<file path="src/rtl/serial_adder_ctrl_pkg.sv">
// Shared definitions for the bit-serial adder controller: FSM state
// encodings and the default operand width.
package serial_adder_ctrl_pkg;

  // Default operand/sum width in bits.
  localparam int DEFAULT_WIDTH = 8;

  // Controller states. Encoding 2'd3 is unused and recovers to IDLE.
  typedef enum logic [1:0] {
    S_IDLE = 2'd0,
    S_RUN  = 2'd1,
    S_DONE = 2'd2
  } state_e;

endpackage

</file>
<file path="src/rtl/fullAdder.sv">
// One-bit full-adder slice built from two half adders; the two partial
// carries can never both be set, so an OR merges them into the carry-out.
module fullAdder (
  input  logic faOp1,
  input  logic faOp2,
  input  logic faCi,
  output logic faRes,
  output logic faCo
);

  logic ha0_res;
  logic ha0_co;
  logic ha1_co;

  // First stage adds the two operand bits.
  halfAdder u_ha0 (
    .haOp1 (faOp1),
    .haOp2 (faOp2),
    .haRes (ha0_res),
    .haCo  (ha0_co)
  );

  // Second stage folds in the carry from the previous bit.
  halfAdder u_ha1 (
    .haOp1 (ha0_res),
    .haOp2 (faCi),
    .haRes (faRes),
    .haCo  (ha1_co)
  );

  assign faCo = ha0_co | ha1_co;

endmodule

</file>
<file path="src/rtl/halfAdder.sv">
// One-bit half adder: sum is the XOR of the inputs, carry is the AND.
module halfAdder (
  input  logic haOp1,
  input  logic haOp2,
  output logic haRes,
  output logic haCo
);

  assign haRes = haOp1 ^ haOp2;
  assign haCo  = haOp1 & haOp2;

endmodule

</file>
<file path="src/rtl/serial_adder_ctrl.sv">
// Bit-serial addition controller. Operands are captured on an accepted
// start, then shifted LSB-first through a single full-adder slice at one
// bit per clock with the carry held in a flip-flop. The sum and final
// carry are registered on the last bit together with a one-cycle done.
module serial_adder_ctrl
  import serial_adder_ctrl_pkg::*;
#(
  parameter int WIDTH = DEFAULT_WIDTH
) (
  input  logic             clk,
  input  logic             rst,
  input  logic             start,
  input  logic [WIDTH-1:0] op1,
  input  logic [WIDTH-1:0] op2,
  output logic             busy,
  output logic             done,
  output logic [WIDTH-1:0] sum,
  output logic             carryOut
);

  // Counter only has to reach WIDTH-1; keep at least one bit for WIDTH=2.
  localparam int              CNT_W    = (WIDTH > 2) ? $clog2(WIDTH) : 1;
  localparam logic [CNT_W-1:0] CNT_LAST = CNT_W'(WIDTH - 1);

  state_e             state_q;
  logic [WIDTH-1:0]   a_q;
  logic [WIDTH-1:0]   b_q;
  logic [WIDTH-1:0]   r_q;
  logic               c_q;
  logic [CNT_W-1:0]   cnt_q;
  logic [WIDTH-1:0]   sum_q;
  logic               cout_q;
  logic               busy_q;
  logic               done_q;

  logic               slice_s;
  logic               slice_co;
  logic [WIDTH-1:0]   a_d;
  logic [WIDTH-1:0]   b_d;
  logic [WIDTH-1:0]   r_d;

  // The single adder slice always looks at the current LSBs and carry.
  fullAdder u_fa (
    .faOp1 (a_q[0]),
    .faOp2 (b_q[0]),
    .faCi  (c_q),
    .faRes (slice_s),
    .faCo  (slice_co)
  );

  // Next values of the shift registers for one RUN step; the new sum bit
  // enters at the MSB so that after WIDTH steps bit 0 sits at R[0].
  always_comb begin
    a_d = {1'b0, a_q[WIDTH-1:1]};
    b_d = {1'b0, b_q[WIDTH-1:1]};
    r_d = {slice_s, r_q[WIDTH-1:1]};
  end

  // Controller FSM with datapath registers and registered outputs.
  always_ff @(posedge clk) begin
    if (rst) begin
      state_q <= S_IDLE;
      a_q     <= '0;
      b_q     <= '0;
      r_q     <= '0;
      c_q     <= 1'b0;
      cnt_q   <= '0;
      sum_q   <= '0;
      cout_q  <= 1'b0;
      busy_q  <= 1'b0;
      done_q  <= 1'b0;
    end else begin
      case (state_q)
        // IDLE and DONE both accept a new request; DONE also ends the pulse.
        S_IDLE, S_DONE: begin
          done_q <= 1'b0;
          if (start) begin
            a_q     <= op1;
            b_q     <= op2;
            r_q     <= '0;
            c_q     <= 1'b0;
            cnt_q   <= '0;
            busy_q  <= 1'b1;
            state_q <= S_RUN;
          end else begin
            busy_q  <= 1'b0;
            state_q <= S_IDLE;
          end
        end

        // One bit per clock; start is ignored here and not remembered.
        S_RUN: begin
          a_q   <= a_d;
          b_q   <= b_d;
          r_q   <= r_d;
          c_q   <= slice_co;
          cnt_q <= cnt_q + CNT_W'(1);
          if (cnt_q == CNT_LAST) begin
            sum_q   <= r_d;
            cout_q  <= slice_co;
            busy_q  <= 1'b0;
            done_q  <= 1'b1;
            state_q <= S_DONE;
          end
        end

        // Unused encoding: fall back to a quiet IDLE.
        default: begin
          busy_q  <= 1'b0;
          done_q  <= 1'b0;
          state_q <= S_IDLE;
        end
      endcase
    end
  end

  assign busy     = busy_q;
  assign done     = done_q;
  assign sum      = sum_q;
  assign carryOut = cout_q;

endmodule

</file>
<file path="config.mk">
export PLATFORM = sky130hd
export DESIGN_NAME = serial_adder_ctrl
export DESIGN_NICKNAME = d
export VERILOG_FILES = /design/src/rtl/serial_adder_ctrl_pkg.sv /design/src/rtl/fullAdder.sv /design/src/rtl/halfAdder.sv /design/src/rtl/serial_adder_ctrl.sv
export SDC_FILE = /design/constraint.sdc
export NUM_CORES = 1
export LEC_CHECK = 0
export ABC_CLOCK_PERIOD_IN_PS = 1730
export BUFFER_PORTS_ARGS = -buffer_cell sky130_fd_sc_hd__buf_2
export CORE_ASPECT_RATIO = 0.5
export CORE_MARGIN = 8
export CORE_UTILIZATION = 40
export CTS_CLUSTER_DIAMETER = 50
export DETAILED_ROUTE_END_ITERATION = 16
export GPL_ROUTABILITY_DRIVEN = 0
export GPL_TIMING_DRIVEN = 0
export SYNTH_ARGS = -nofsm -noshare
export SYNTH_HDL_FRONTEND = slang
export SYNTH_SLANG_ARGS = --single-unit
export TNS_END_PERCENT = 30
</file>
<file path="constraint.sdc">
create_clock -name clk -period 1.73 [get_ports clk]
set_input_delay 0.0865 -clock clk [delete_from_list [all_inputs] [get_ports clk]]
set_output_delay 0.0865 -clock clk [all_outputs]
set_load 0.02 [all_outputs]
</file>
==> impl_metrics.json <==
{
  "combPwrFrac_pct": 16.2,
  "setup_viol": 0,
  "crit_path_end_kind": "flop",
  "route.detailed.drc": 0,
  "rrSetupSlack_ps": 230,
  "cts_resized": 0,
  "ir_drop_uv": 316,
  "startpoint_type": "flop",
  "detailedPlace.worstSlack_ps": 222,
  "fmax_mhz": 666,
  "cts_buffer_depth": 2,
  "fillers": 425,
  "synth_cells": 180,
  "tightest_slew_ps": 730,
  "die-area_um2": 7250,
  "cts_setup_buffers": 0,
  "yosys-top-cells-area": "dfxtp_1 (43%), nor3_2 (12%), nand3_2 (8.6%)",
  "skew_ps": 13.1,
  "antenna_found_initial": 0,
  "cts.sinks": 40,
  "drt_wl_total_um": 4130,
  "ant_nets": 0,
  "synth_area_leader_cell": "dfxtp_1",
  "multiInputGateArea_um2": 911,
  "critPathKind": "reg -> reg",
  "cp.required_ps": 1890,
  "wl_per_cell_um": 15.1,
  "postCtsHoldBufs": 0,
  "maxCapViolCount": 0,
  "syn_nets": 202,
  "grt_max_degree": 14,
  "cts_root_buf": "clkbuf_8",
  "p_clk_share_pct": 32.0,
  "power_switching_mw": 0.541,
  "drive_gt1_share_pct": 49.1,
  "synth_top_area_share_pct": 42.8,
  "status": "finished, final reports clean",
  "htreeDepth": 2,
  "avgSynthCellArea_um2": 10.4,
  "maxSlewViolCount": 0,
  "grtUsageTotal_pct": 11.8,
  "async_reset_ff_share_pct": 0,
  "cts_buffers": 5,
  "vias": 1391,
  "p_per_area_nw_per_um2": 888,
  "netlist_area_um2": 1870,
  "route.met2.wl_um": 1850,
  "worst_r2r_path_depth": 5,
  "rsz0062_at_grt": "no",
  "start_util_pct": 42.0,
  "synth_ff_type": "dfxtp_1",
  "nNetsFinal": 237,
  "die_width_um": 113,
  "p_leak_nw": 0.777,
  "dr_wl_met3_um": 185,
  "grt_first_pass_wirelength_um": 6950,
  "rr_endpoint": "sum[0]$_SDFFE_PP0P_",
  "finalHoldViolations": 0,
  "drt-initial-drc-count": 46,
  "met1Wirelength_um": 2050,
  "io_buffers": 28,
  "hp-class": "in -> reg",
  "grt_pass1_vias": 1432,
  "grt_overflow": 0,
  "synth.distinct_cells": 25,
  "area_delta_synth_final_pct": 16.0,
  "detailedPlacementHpwl_um": 2850,
  "highest_layer": "met4",
  "synth-seq-cells": 40,
  "synthTopCellsByCount": "dfxtp_1 (40), nor3_2 (23), nand2_1 (21), a21oi_2 (16), nand3_2 (16)",
  "p_sw_share_pct": 28.1,
  "relSlewSlack_pct": 51.4,
  "rows": 17,
  "crit_fanout": 10,
  "yosysWarnings": 0,
  "cts_tree": "done",
  "arrival_ps": 1660,
  "clkTransAtPathRegs_ps": 90,
  "fin_crit_sh_pct": 86.7,
  "seq_power_share_pct": 51.9,
  "worst_slack_ps": 230,
  "cp-startpoint": "cnt_q[0]$_SDFFE_PP0P_",
  "fp.coreArea_um2": 4450,
  "clk_latency_ps": 290,
  "tns_ps": 0,
  "post-route-min-period_ps": 1500,
  "cellInternalPower_mw": 1.39,
  "r2r_start": "cnt_q[0]$_SDFFE_PP0P_",
  "antenna_cells": 0,
  "synth_most_common_cell": "dfxtp_1",
  "synth_edf_count": 0,
  "routed_via_density": 5.10,
  "first_pass_iters": 4,
  "die_height_um": 64.3,
  "ys_seq_area_share_pct": 42.8,
  "regArea_um2": 801,
  "crit_end": "sum[0]$_SDFFE_PP0P_",
  "ios": 30
}
-- worst min path at each step --
stage,startpoint,end,slack (ps),cells past startpoint
after global placement,op1[7],a_q[7]$_SDFFE_PP0P_,330,3
after CTS,op2[7],b_q[7]$_SDFFE_PP0P_,30,3
after detailed placement,op1[7],a_q[7]$_SDFFE_PP0P_,340,3
after global routing,op2[7],b_q[7]$_SDFFE_PP0P_,40,3
final,op2[7],b_q[7]$_SDFFE_PP0P_,40,3
after floorplan,op1[7],a_q[7]$_SDFFE_PP0P_,220,2
-- stage by stage --
stage | power [mW] | cells | util [%] | cell area, um2 | hold slack (ps)
5_1_grt | 2.03 | 273 | 48.8 | 2170 | 35.9
4_1_cts | 1.95 | 273 | 48.8 | 2170 | 27.0
3_5_place_dp | 1.33 | 265 | 46.8 | 2080 | 342
3_3_place_gp | 1.33 | 265 | 46.8 | 2080 | 333
6_report | 1.93 | 273 | 48.8 | 2170 | 36.4
2_1_floorplan | 1.26 | 180 | - | 1870 | 223
-- flip-flops by register name, indices dropped and copies added (netlist names) --
| register | count |
|---|---|
| a_q | 8 |
| b_q | 8 |
| sum | 8 |
| r_q | 7 |
| cnt_q | 3 |
| state_q | 2 |
| busy | 1 |
| c_q | 1 |
| carryOut | 1 |
| done | 1 |
-- power groups by stage --
stage          registers, mW  logic (mW)  clock network (mW)
2_1_floorplan           1.01       0.241                   0
3_3_place_gp            1.02       0.307                   0
3_5_place_dp            1.02       0.314                   0
4_1_cts                0.999       0.315               0.640
5_1_grt                 1.00       0.342               0.680
6_report               0.999       0.312               0.616
-- routing by layer --
layer	global-route usage (%)	up-vias
met2	19.3	24
met3	3.56	5
met4	3.99	0
met5	0	-
met1	14.6	656
li1	-	706
-- critical path: stages (launching register included) --
cell,delay (ps)
dfxtp_1,360
ha_1,160
ha_1,200
nand3b_1,360
nand2_1,220
a21oi_2,60
-- layout by cell type (no fill, tap or decap), drive strengths merged --
cell type	count
nand3	22
and2b	1
o21a	1
fa	1
clkinv	3
nor2b	1
buf	43
o22ai	14
nand2b	3
ha	2
dfxtp	40
nor3	29
nand2	21
nand3b	2
clkbuf	7
nor2	3
a21oi	23
-- layout make-up --
| class | instances | area share [%] |
|---|---|---|
| tap | 57 | 3.29 |
| clock buffer | 5 | 3.17 |
| timing repair buffer | 28 | 6.46 |
| multi-input combinational | 123 | 42.0 |
| buffer | 17 | 7.27 |
| sequential | 40 | 36.9 |
| clock inverter | 3 | 0.866 |
-- logic make-up (layout without fill, tap and decap cells) --
kind of cell | Yosys count | after routing | share of synthesized area, %
compound gates | 38 | 38 | 14.5
fa+ha+maj | 3 | 3 | 2.41
buf+inv | 17 | 53 | 8.43
flops | 40 | 40 | 42.8
simple gates | 82 | 82 | 31.9
No activity file was read; power rests on OpenSTA's default activity.
